`src/rtl/wb_queue_pkg.sv`:
```
// wb_queue_pkg: shared widths and the queued write-back entry type.
package wb_queue_pkg;
   localparam int XLEN = 32;
   localparam int AW = 5;
   localparam logic [AW-1:0] REG_ZERO = '0;
   typedef struct packed {
      logic [AW-1:0]   rd;
      logic [XLEN-1:0] data;
   } wb_entry_t;
endpackage

```
`src/rtl/wb_queue_if.sv`:
```
// wb_queue_if: result input, register-file write port and forwarding lookups of the write-back queue.
interface wb_queue_if
   import wb_queue_pkg::*;
#(
   parameter int DEPTH = 4
);
   logic                    in_valid;
   logic                    in_ready;
   logic [AW-1:0]           in_rd;
   logic [XLEN-1:0]         in_data;
   logic                    rf_enable;
   logic [AW-1:0]           rf_rd;
   logic [XLEN-1:0]         rf_write_data;
   logic [AW-1:0]           lookup_rs1;
   logic [AW-1:0]           lookup_rs2;
   logic                    fwd1_hit;
   logic [XLEN-1:0]         fwd1_data;
   logic                    fwd2_hit;
   logic [XLEN-1:0]         fwd2_data;
   logic [$clog2(DEPTH):0]  count;
   modport master (
      output in_valid, in_rd, in_data, lookup_rs1, lookup_rs2,
      input  in_ready, rf_enable, rf_rd, rf_write_data,
      input  fwd1_hit, fwd1_data, fwd2_hit, fwd2_data, count
   );
   modport slave (
      input  in_valid, in_rd, in_data, lookup_rs1, lookup_rs2,
      output in_ready, rf_enable, rf_rd, rf_write_data,
      output fwd1_hit, fwd1_data, fwd2_hit, fwd2_data, count
   );
endinterface

```
`src/rtl/wb_queue_fwd_match.sv`:
```
// wb_queue_fwd_match: youngest-wins search of the queue (oldest first from rd_ptr) over the output stage.
module wb_queue_fwd_match
   import wb_queue_pkg::*;
#(
   parameter int DEPTH = 4,
   localparam int PW = $clog2(DEPTH)
)(
   input  wb_entry_t        i_entries [DEPTH],
   input  logic [DEPTH-1:0] i_valid,
   input  logic [PW-1:0]    i_rd_ptr,
   input  logic [AW-1:0]    i_lookup,
   input  logic             i_out_en,
   input  logic [AW-1:0]    i_out_rd,
   input  logic [XLEN-1:0]  i_out_data,
   output logic             o_hit,
   output logic [XLEN-1:0]  o_data
);
   logic [PW-1:0] w_idx;

   always_comb begin
      w_idx = '0;
      o_hit = i_out_en && (i_out_rd == i_lookup);
      o_data = o_hit ? i_out_data : '0;
      // later (younger) matches overwrite earlier ones
      for (int k = 0; k < DEPTH; k++) begin
         w_idx = i_rd_ptr + PW'(k);
         if (i_valid[w_idx] && (i_entries[w_idx].rd == i_lookup)) begin
            o_hit = 1'b1;
            o_data = i_entries[w_idx].data;
         end
      end
      if (i_lookup == REG_ZERO) begin
         o_hit = 1'b0;
         o_data = '0;
      end
   end
endmodule

```
`src/rtl/wb_queue.sv`:
```
// wb_queue: in-order write-back FIFO draining one result per cycle into a registered register-file port,
// with two forwarding lookups over queued and in-flight results.
module wb_queue
   import wb_queue_pkg::*;
#(
   parameter int DEPTH = 4
)(
   input  logic       clk,
   input  logic       reset,
   wb_queue_if.slave  bus
);
   localparam int PW = $clog2(DEPTH);
   localparam int CW = PW + 1;

   wb_entry_t        r_mem [DEPTH];
   logic [DEPTH-1:0] r_valid;
   logic [DEPTH-1:0] w_valid_nxt;
   logic [PW-1:0]    r_wr_ptr;
   logic [PW-1:0]    r_rd_ptr;
   logic [CW-1:0]    r_count;
   logic             r_rf_enable;
   logic [AW-1:0]    r_rf_rd;
   logic [XLEN-1:0]  r_rf_data;
   logic             w_ready;
   logic             w_push;
   logic             w_pop;
   logic             w_fwd1_hit;
   logic             w_fwd2_hit;
   logic [XLEN-1:0]  w_fwd1_data;
   logic [XLEN-1:0]  w_fwd2_data;

   assign w_ready = (r_count != CW'(DEPTH));
   // x0 results complete the handshake but are dropped
   assign w_push = bus.in_valid && w_ready && (bus.in_rd != REG_ZERO);
   assign w_pop = (r_count != '0);

   always_comb begin
      w_valid_nxt = r_valid;
      if (w_pop) w_valid_nxt[r_rd_ptr] = 1'b0;
      if (w_push) w_valid_nxt[r_wr_ptr] = 1'b1;
   end

   always_ff @(posedge clk) begin
      if (w_push) r_mem[r_wr_ptr] <= '{rd: bus.in_rd, data: bus.in_data};
   end

   always_ff @(posedge clk or negedge reset) begin
      if (!reset) begin
         r_valid <= '0;
         r_wr_ptr <= '0;
         r_rd_ptr <= '0;
         r_count <= '0;
         r_rf_enable <= 1'b0;
         r_rf_rd <= '0;
         r_rf_data <= '0;
      end else begin
         r_valid <= w_valid_nxt;
         r_count <= r_count + CW'(w_push) - CW'(w_pop);
         r_rf_enable <= w_pop;
         if (w_push) r_wr_ptr <= r_wr_ptr + PW'(1);
         if (w_pop) begin
            r_rd_ptr <= r_rd_ptr + PW'(1);
            r_rf_rd <= r_mem[r_rd_ptr].rd;
            r_rf_data <= r_mem[r_rd_ptr].data;
         end
      end
   end

   wb_queue_fwd_match #(.DEPTH(DEPTH)) u_fwd1 (
      .i_entries(r_mem), .i_valid(r_valid), .i_rd_ptr(r_rd_ptr), .i_lookup(bus.lookup_rs1),
      .i_out_en(r_rf_enable), .i_out_rd(r_rf_rd), .i_out_data(r_rf_data),
      .o_hit(w_fwd1_hit), .o_data(w_fwd1_data)
   );

   wb_queue_fwd_match #(.DEPTH(DEPTH)) u_fwd2 (
      .i_entries(r_mem), .i_valid(r_valid), .i_rd_ptr(r_rd_ptr), .i_lookup(bus.lookup_rs2),
      .i_out_en(r_rf_enable), .i_out_rd(r_rf_rd), .i_out_data(r_rf_data),
      .o_hit(w_fwd2_hit), .o_data(w_fwd2_data)
   );

   assign bus.in_ready = w_ready;
   assign bus.rf_enable = r_rf_enable;
   assign bus.rf_rd = r_rf_rd;
   assign bus.rf_write_data = r_rf_data;
   assign bus.count = r_count;
   assign bus.fwd1_hit = w_fwd1_hit;
   assign bus.fwd1_data = w_fwd1_data;
   assign bus.fwd2_hit = w_fwd2_hit;
   assign bus.fwd2_data = w_fwd2_data;
endmodule
```
`src/flat_wrapper.sv`:
```
// flat-port wrapper written by rule: the top's interface ports become plain ports
module wb_queue_flat import wb_queue_pkg::*;
#(
   parameter int DEPTH = 4
)
  (clk, reset, bus_in_valid, bus_in_rd, bus_in_data, bus_lookup_rs1, bus_lookup_rs2, bus_in_ready, bus_rf_enable, bus_rf_rd, bus_rf_write_data, bus_fwd1_hit, bus_fwd1_data, bus_fwd2_hit, bus_fwd2_data, bus_count);
  wb_queue_if #(.DEPTH(DEPTH)) bus_i ();
  input  logic clk;
  input  logic reset;
  input wire logic [$bits(bus_i.in_valid)-1:0] bus_in_valid;
  input wire logic [$bits(bus_i.in_rd)-1:0] bus_in_rd;
  input wire logic [$bits(bus_i.in_data)-1:0] bus_in_data;
  input wire logic [$bits(bus_i.lookup_rs1)-1:0] bus_lookup_rs1;
  input wire logic [$bits(bus_i.lookup_rs2)-1:0] bus_lookup_rs2;
  output wire logic [$bits(bus_i.in_ready)-1:0] bus_in_ready;
  output wire logic [$bits(bus_i.rf_enable)-1:0] bus_rf_enable;
  output wire logic [$bits(bus_i.rf_rd)-1:0] bus_rf_rd;
  output wire logic [$bits(bus_i.rf_write_data)-1:0] bus_rf_write_data;
  output wire logic [$bits(bus_i.fwd1_hit)-1:0] bus_fwd1_hit;
  output wire logic [$bits(bus_i.fwd1_data)-1:0] bus_fwd1_data;
  output wire logic [$bits(bus_i.fwd2_hit)-1:0] bus_fwd2_hit;
  output wire logic [$bits(bus_i.fwd2_data)-1:0] bus_fwd2_data;
  output wire logic [$bits(bus_i.count)-1:0] bus_count;
  assign bus_i.in_valid = bus_in_valid;
  assign bus_i.in_rd = bus_in_rd;
  assign bus_i.in_data = bus_in_data;
  assign bus_i.lookup_rs1 = bus_lookup_rs1;
  assign bus_i.lookup_rs2 = bus_lookup_rs2;
  assign bus_in_ready = bus_i.in_ready;
  assign bus_rf_enable = bus_i.rf_enable;
  assign bus_rf_rd = bus_i.rf_rd;
  assign bus_rf_write_data = bus_i.rf_write_data;
  assign bus_fwd1_hit = bus_i.fwd1_hit;
  assign bus_fwd1_data = bus_i.fwd1_data;
  assign bus_fwd2_hit = bus_i.fwd2_hit;
  assign bus_fwd2_data = bus_i.fwd2_data;
  assign bus_count = bus_i.count;
  wb_queue #(.DEPTH(DEPTH)) u_core (.clk(clk), .reset(reset), .bus(bus_i));
endmodule
```
`config.mk`:
```
export PLATFORM = sky130hd
export DESIGN_NAME = wb_queue_flat
export DESIGN_NICKNAME = d
export VERILOG_FILES = /design/src/rtl/wb_queue_pkg.sv /design/src/rtl/wb_queue_if.sv /design/src/rtl/wb_queue_fwd_match.sv /design/src/rtl/wb_queue.sv /design/src/flat_wrapper.sv
export SDC_FILE = /design/constraint.sdc
export NUM_CORES = 1
export LEC_CHECK = 0
export ABC_CLOCK_PERIOD_IN_PS = 8200
export CAP_MARGIN = 10
export CORE_MARGIN = 5
export CORE_UTILIZATION = 58
export CTS_CLUSTER_SIZE = 16
export DETAILED_ROUTE_END_ITERATION = 7
export GPL_TIMING_DRIVEN = 0
export PLACE_DENSITY_LB_ADDON = 0.12
export SETUP_SLACK_MARGIN = 0.05
export SYNTH_ARGS = -nofsm -noshare
export SYNTH_HDL_FRONTEND = slang
export SYNTH_SLANG_ARGS = --single-unit
```
`constraint.sdc`:
```
create_clock -name clk -period 8.2 [get_ports clk]
set_clock_uncertainty 0.1 [all_clocks]
set_input_delay 2.46 -clock clk [delete_from_list [all_inputs] [get_ports clk]]
set_output_delay 2.46 -clock clk [all_outputs]
set_load 0.01 [all_outputs]
```
==> flow_summary.yaml, run 1 <==
clock_tree:
  clock_tree.root_cell: "clkbuf_16"
  cts_max_path_buffers: 2
  number_of_clock_sinks: 197
  clock_slew_seen_by_the_registers_of_the_worst_setup_and_hold_paths_ns: 0.07
  insertion_delay_ns: 0.45
  ctsHtreeMaxLevel: 4
  tritoncts.num_buffers: 17
  tritoncts_clock_tree: "built"
detailed_routing:
  detail_route.wl_per_cell_um: 32.5
  routed_via_density: 7.82
  drt_iter0_drc: 1879
  routed_wirelength_um: 49200
  first_pass_iters: 8
  final_antenna_net_count: 0
  via_count: 11800
  remaining_drc_errors: 6
sta:
  report.final.hold_viol_count: 0
  worst_slack_ns: 0.114
  achievable-frequency_ghz: 0.124
  report.final.setup_viol: 0
  worst_slew_pin_slew_ns: 1.14
  slew_viols_final: 0
  fin_setup_tns_ns: 0
  timing.final.crit_share_pct: 98.6
  final_period_demand_of_the_worst_path_ns: 8.09
  relSlewSlack_pct: 24.0
  grt_setup_unrepaired: "true"
  hold_ws_ns: 0.481
cells_and_area:
  areaGrowthSynthToFinish_pct: 20.8
  post-route-cell-area_um2: 16500
  fin_util_pct: 70.8
  drive_gt1_share_pct: 29.9
  layout_common_cells: "mux4_2 (152), edfxtp_1 (148), clkdlybuf4s50_1 (145)"
  num-fill-cells: 1613
  finish.cell_count_without_fillers: 1511
  insertedDiodeCount: 0
  nets: 1240
  layout.area.seq_um2: 5670
  multi_input_comb_area_um2: 7620
  layout.cells.most_common: "mux4_2"
critical_path:
  arrival_ns: 5.53
  crit-reg2reg-launch: "u_core.r_rd_ptr[0]$_DFFE_PN0N_"
  slowest_stage: "clkdlybuf4s50_1"
  critical_path.startpoint: "bus_lookup_rs1[2]"
  cp.buffers_inverters: 4
  critPathRequiredTime_ns: 5.64
  critical-path-top-cell-by-count: "clkbuf_1"
  critical_path.cell_chain: "clkbuf_1 > xor2_1 > nor4_1 > and3_1 > clkbuf_1 > clkbuf_2 > o211a_1 > a21oi_1 > a211oi_1 > clkdlybuf4s50_1"
  type_of_element_capturing_the_critical_path: "output pin"
  start_kind: "primary input"
  critical_path_fanout_max: 10
  timing.critical_path.slowest_cell_delay_ns: 0.63
  timing.setup.critical_path_class: "primary input to output pin"
  critPathTopFamily: "buffers and inverters"
power_and_ir_drop:
  power.static_leakage_nw: 5.63
  peakVddDrop_mv: 0.177
  total_power_mw: 6.98
  internal-power_mw: 3.84
  share_comb_of_total_power_pct: 64.6
  power_frac_clock_pct: 11.8
  power_switching_share_pct: 45.0
  netSwitchingPower_mw: 3.14
  power.density_cell_area_nw_per_um2: 423
  sequentialPowerShare_pct: 23.6
global_routing:
  largest_net_degree_at_the_start_of_global_routing: 50
  grt_first_pass_wirelength_um: 72500
  initial_antenna_violation_count: 0
  number_of_global_route_vias_before_repair: 11700
  grt_overflow_total: 0
  track_usage_pct: 36.8
floorplanning:
  die_outline_area_um2: 26700
  core_footprint_um2: 23300
  die_width_um: 164
  chipHeight_um: 164
  initial_core_util_pct: 58.6
  design.portCount: 158
  rows: 56
logic_synthesis:
  postSynth.asyncResetShare_pct: 24.9
  synth.cell_area_um2: 13700
  count_of_flip_flops_with_a_built_in_enable_after_synthesis: 148
  synthesized_netlist_net_count: 1067
  synth_seq_cells: 197
  synth.yosys.seq_area_share_pct: 41.5
  cells_after_synth: 1006
  per_instance_average_area_after_synthesis_um2: 13.6
  synth_ff_type: "edfxtp_1"
  synth_cell_type_count: 50
  synthesis.yosys.warnings: 0
place:
  gp_congestion: 0.995
  buffers_added_on_ports: 147
  placed_wire_length_estimate_after_detailed_placement_um: 33400
  dp.cells: 1476
  dp_area_um2: 15600
  post_placement_worst_setup_slack_ns: -0.604
min_path:
  holdCritStartpoint: "u_core.r_valid[0]$_DFF_PN0_"
  holdCritPathClass: "flip-flop to flip-flop"
outcome:
  outcome: "finished, violations left"
  violations: "DRC"
run:
  max_cap_viol_count: 0
==> cells by family (layout without fill, tap and decap cells) <==
logic type | after synthesis | count (layout) | share of synthesized area (%)
compound gates | 249 | 249 | 15.0
flops | 197 | 197 | 41.5
mux | 189 | 189 | 28.1
simple gates | 175 | 175 | 6.41
buf+inv | 131 | 317 | 4.39
xor+xnor | 54 | 54 | 3.62
fa+ha+maj | 11 | 11 | 1.06
==> final timing paths <==
kind,end,slack (ns),depth (start not counted)
max,bus_fwd1_data[31],0.11,10
min,u_core.r_valid[0]$_DFF_PN0_,0.48,1
max reg2reg,u_core.r_rd_ptr[1]$_DFFE_PN0N_,4.67,14
min reg2reg,u_core.r_valid[0]$_DFF_PN0_,0.48,1
max in group asynchronous,u_core.bus.rf_write_data[10]$_DFFE_PN0N_,5.44,1
min in group asynchronous,u_core.bus.count[2]$_DFF_PN0_,2.01,1
==> power groups by stage <==
stage	sequential (mW)	clock [mW]	combinational, mW
final	1.65	0.825	4.51
after global placement	1.65	0	4.17
after global routing	1.67	0.860	4.68
after detailed placement	1.65	0	4.25
after CTS	1.63	0.820	4.31
after floorplan	1.61	0	2.72
==> registers in the layout, indices dropped and copies added (netlist names) <==
name and flops:
u_core.r_mem 148, u_core.bus.rf_rd 5, u_core.bus.rf_write_data 32, u_core.r_valid 4, u_core.r_wr_ptr 2, u_core.bus.rf_enable 1
u_core.bus.count 3, u_core.r_rd_ptr 2
==> cell type report <==
class,instances,area share (%)
buffer,119,3.97
clock buffer,19,2.62
clock inverter,13,0.704
inverter,9,0.204
multi-input combinational,678,46.1
sequential,197,34.3
tap,319,2.42
timing repair buffer,157,9.66
==> repair_timing <==
action / in CTS / in global routing
gates resized for setup: 32 / 73
hold buffers: 0 / 0
setup endpoints to repair: 66 / 65
pin swaps: 1 / 4
buffers inserted: 2 / 4
==> cell usage after synthesis (2+ instances only) <==
library cell	n	share of area (%)
a211oi_1	15	0.82
a21o_1	20	1.1
a21oi_1	21	0.77
a21oi_2	15	0.96
a221oi_1	32	2.0
a22oi_1	15	0.82
a32oi_1	32	2.0
and2_1	7	0.32
buf_1	4	0.11
buf_2	36	1.3
buf_4	2	0.11
buf_6	6	0.49
clkbuf_1	73	2.0
dfrtp_1	49	9.0
edfxtp_1	148	33
ha_1	10	0.92
inv_1	9	0.25
mux2_2	37	3.0
mux4_2	152	25
nand2_1	15	0.41
nand3_1	4	0.15
nand4_1	6	0.27
nor2_1	40	1.1
nor3_1	83	3.0
nor4_1	5	0.23
o2111a_1	15	1.2
o2111ai_1	15	0.96
o211a_1	15	1.1
o21ai_0	3	0.11
o31ai_1	32	1.8
o41ai_1	15	0.96
or2_1	4	0.18
or2_2	2	0.091
or3_1	2	0.091
xnor2_1	39	2.5
xnor2_2	3	0.36
xor2_1	12	0.77
==> worst reg2reg max path: stages (launching register included) <==
cell	delay, ns
dfrtp_1	0.38
buf_8	0.17
buf_8	0.18
buf_8	0.18
buf_6	0.18
buf_8	0.19
buf_8	0.20
inv_1	0.11
ha_1	0.29
clkbuf_4	0.19
buf_6	0.19
buf_1	0.46
buf_2	0.44
nand2_1	0.09
o21ai_0	0.10
==> metal layers <==
layer | part of all wire (%) | GRT usage (%) | vias up | wire, µm
li1 | - | - | 4613 | -
met1 | 35 | 48.6 | 5725 | 17100
met2 | 44 | 54.0 | 1182 | 21600
met3 | 15 | 12.4 | 291 | 7260
met4 | 6.5 | 20.1 | 0 | 3200
met5 | 0 | 0.568 | - | 0
(Power assumes the default switching activity.)
==> run 2, diff against run 1 <==
--- a/config.mk
+++ b/config.mk
@@ -7,8 +7,11 @@
 export LEC_CHECK = 0
 export ABC_CLOCK_PERIOD_IN_PS = 8200
 export CAP_MARGIN = 10
+export CELL_PAD_IN_SITES_DETAIL_PLACEMENT = 1
+export CELL_PAD_IN_SITES_GLOBAL_PLACEMENT = 2
 export CORE_MARGIN = 5
-export CORE_UTILIZATION = 58
+export CORE_UTILIZATION = 40
+export CTS_CLUSTER_DIAMETER = 80
 export CTS_CLUSTER_SIZE = 16
 export DETAILED_ROUTE_END_ITERATION = 7
 export GPL_TIMING_DRIVEN = 0
==> flow_summary.yaml, run 2 (same netlist as run 1, synthesis figures left out) <==
floorplanning:
  die_width_um: 195
  design.portCount: 158
  chipHeight_um: 195
  rows: 67
  die_outline_area_um2: 38000
  initial_core_util_pct: 40.7
  core_footprint_um2: 33600
place:
  dp_area_um2: 15800
  post_placement_worst_setup_slack_ns: -1.13
  buffers_added_on_ports: 147
  placed_wire_length_estimate_after_detailed_placement_um: 38800
  dp.cells: 1605
  gp_congestion: 0.921
critical_path:
  critPathRequiredTime_ns: 5.64
  timing.setup.critical_path_class: "primary input to output pin"
  crit-reg2reg-launch: "u_core.r_rd_ptr[0]$_DFFE_PN0N_"
  start_kind: "primary input"
  type_of_element_capturing_the_critical_path: "output pin"
  reg2reg_depth: 14
  reg2reg_slack_ns: 4.67
  critical_path_fanout_max: 10
  arrival_ns: 5.53
  rr_endpoint: "u_core.r_rd_ptr[1]$_DFFE_PN0N_"
  critical_path.startpoint: "bus_lookup_rs1[2]"
cells_and_area:
  largest_register: "u_core.r_mem"
  areaGrowthSynthToFinish_pct: 23.2
  drive_gt1_share_pct: 30.9
  layout.cells.most_common: "mux4_2"
  largest_register_ffs: 148
  finish.cell_count_without_fillers: 1644
  insertedDiodeCount: 0
  layout_common_cells: "mux4_2 (152), edfxtp_1 (148), clkdlybuf4s50_1 (140)"
  nets: 1244
  post-route-cell-area_um2: 16800
power_and_ir_drop:
  power_switching_share_pct: 45.0
  power.static_leakage_nw: 5.79
  netSwitchingPower_mw: 3.23
  peakVddDrop_mv: 0.187
  internal-power_mw: 3.95
  share_comb_of_total_power_pct: 64.3
  sequentialPowerShare_pct: 23.1
  power.density_cell_area_nw_per_um2: 426
  power_frac_clock_pct: 12.7
sta:
  fin_setup_tns_ns: 0
  timing.final.crit_share_pct: 98.6
  report.final.setup_viol: 0
  final_period_demand_of_the_worst_path_ns: 8.09
  hold_ws_ns: 0.461
  grt_setup_unrepaired: "true"
  achievable-frequency_ghz: 0.124
  worst_slack_ns: 0.114
  report.final.hold_viol_count: 0
  worst_slew_pin_slew_ns: 1.29
  relSlewSlack_pct: 14.3
  slew_viols_final: 0
detailed_routing:
  remaining_drc_errors: 0
  first_pass_iters: 5
  final_antenna_net_count: 0
  drt_iter0_drc: 1088
  via_count: 11400
  routed_wirelength_um: 55500
  detail_route.wl_per_cell_um: 33.8
  routed_via_density: 6.94
clock_tree:
  ctsHtreeMaxLevel: 4
  ctsHoldBuffers: 0
  tritoncts_clock_tree: "built"
  clock_slew_seen_by_the_registers_of_the_worst_setup_and_hold_paths_ns: 0.07
  tritoncts.num_buffers: 17
  clock_tree.root_cell: "clkbuf_16"
  insertion_delay_ns: 0.48
  cts_max_path_buffers: 2
  number_of_clock_sinks: 197
min_path:
  hold-path-endpoint: "u_core.r_valid[2]$_DFF_PN0_"
  holdCritPathClass: "flip-flop to flip-flop"
  holdCritStartpoint: "u_core.r_valid[2]$_DFF_PN0_"
  min_delay_path_depth: 1
global_routing:
  initial_antenna_violation_count: 0
  track_usage_pct: 28.8
  grt_first_pass_wirelength_um: 81100
  number_of_global_route_vias_before_repair: 12000
  grt_overflow_total: 0
  largest_net_degree_at_the_start_of_global_routing: 50
outcome:
  outcome: "finished clean"
run:
  max_cap_viol_count: 0
-- run 2: area by class of cell --
type	count	area, µm²
Fill cell	3381	16800
Multi-Input combinational cell	678	7650
Sequential cell	197	5670
Timing Repair Buffer	162	1650
Buffer	118	664
Tap cell	448	561
Clock buffer	17	425
Clock inverter	15	194
Inverter	9	33.8
-- run 2: timing repair --
item | CTS | global route
setup buffers | 1 | 10
gates resized for setup | 55 | 61
endpoints found under the setup margin | 66 | 65
pin swaps | 2 | 4
-- run 2: routing by layer --
layer / GRT usage, % / vias up / routed length, µm
met3: 7.76 / 130 / 4890
met5: 0 / - / 0
met2: 44.7 / 691 / 25500
met1: 39.1 / 5970 / 23000
met4: 11.0 / 0 / 2120
li1: - / 4611 / -
-- run 2: worst max-delay path, cell delays in order --
cell and delay [ns]:
buf_1 0.38, xor2_1 0.13, nor4_1 0.29, and3_1 0.26, clkbuf_1 0.33, clkbuf_2 0.36
o211a_1 0.21, a21oi_1 0.05, a211oi_2 0.43, clkdlybuf4s50_1 0.63
-- run 2: power groups by stage --
stage          logic [mW]  clock network (mW)  registers, mW
5_1_grt              4.83               0.963           1.68
2_1_floorplan        2.72                   0           1.61
3_5_place_dp         4.41                   0           1.66
3_3_place_gp         4.35                   0           1.66
6_report             4.62               0.910           1.66
4_1_cts              4.50               0.920           1.65
-- run 2: stage by stage --
step | utilization [%] | total power [mW]
after floorplan | - | 4.33
final | 50.1 | 7.18
after global routing | 50.1 | 7.47
after CTS | 49.4 | 7.07
after detailed placement | 47.0 | 6.07
after global placement | 46.7 | 6.02
-- run 2: how the worst max path moves through the flow --
stage                                   end  cells after the start
after global routing       bus_fwd2_data[0]                     19
after CTS                 bus_fwd1_data[31]                     10
after global placement    bus_fwd1_data[19]                     16
after detailed placement  bus_fwd1_data[19]                     16
final                     bus_fwd1_data[31]                     10
after floorplan            bus_fwd1_data[0]                      9
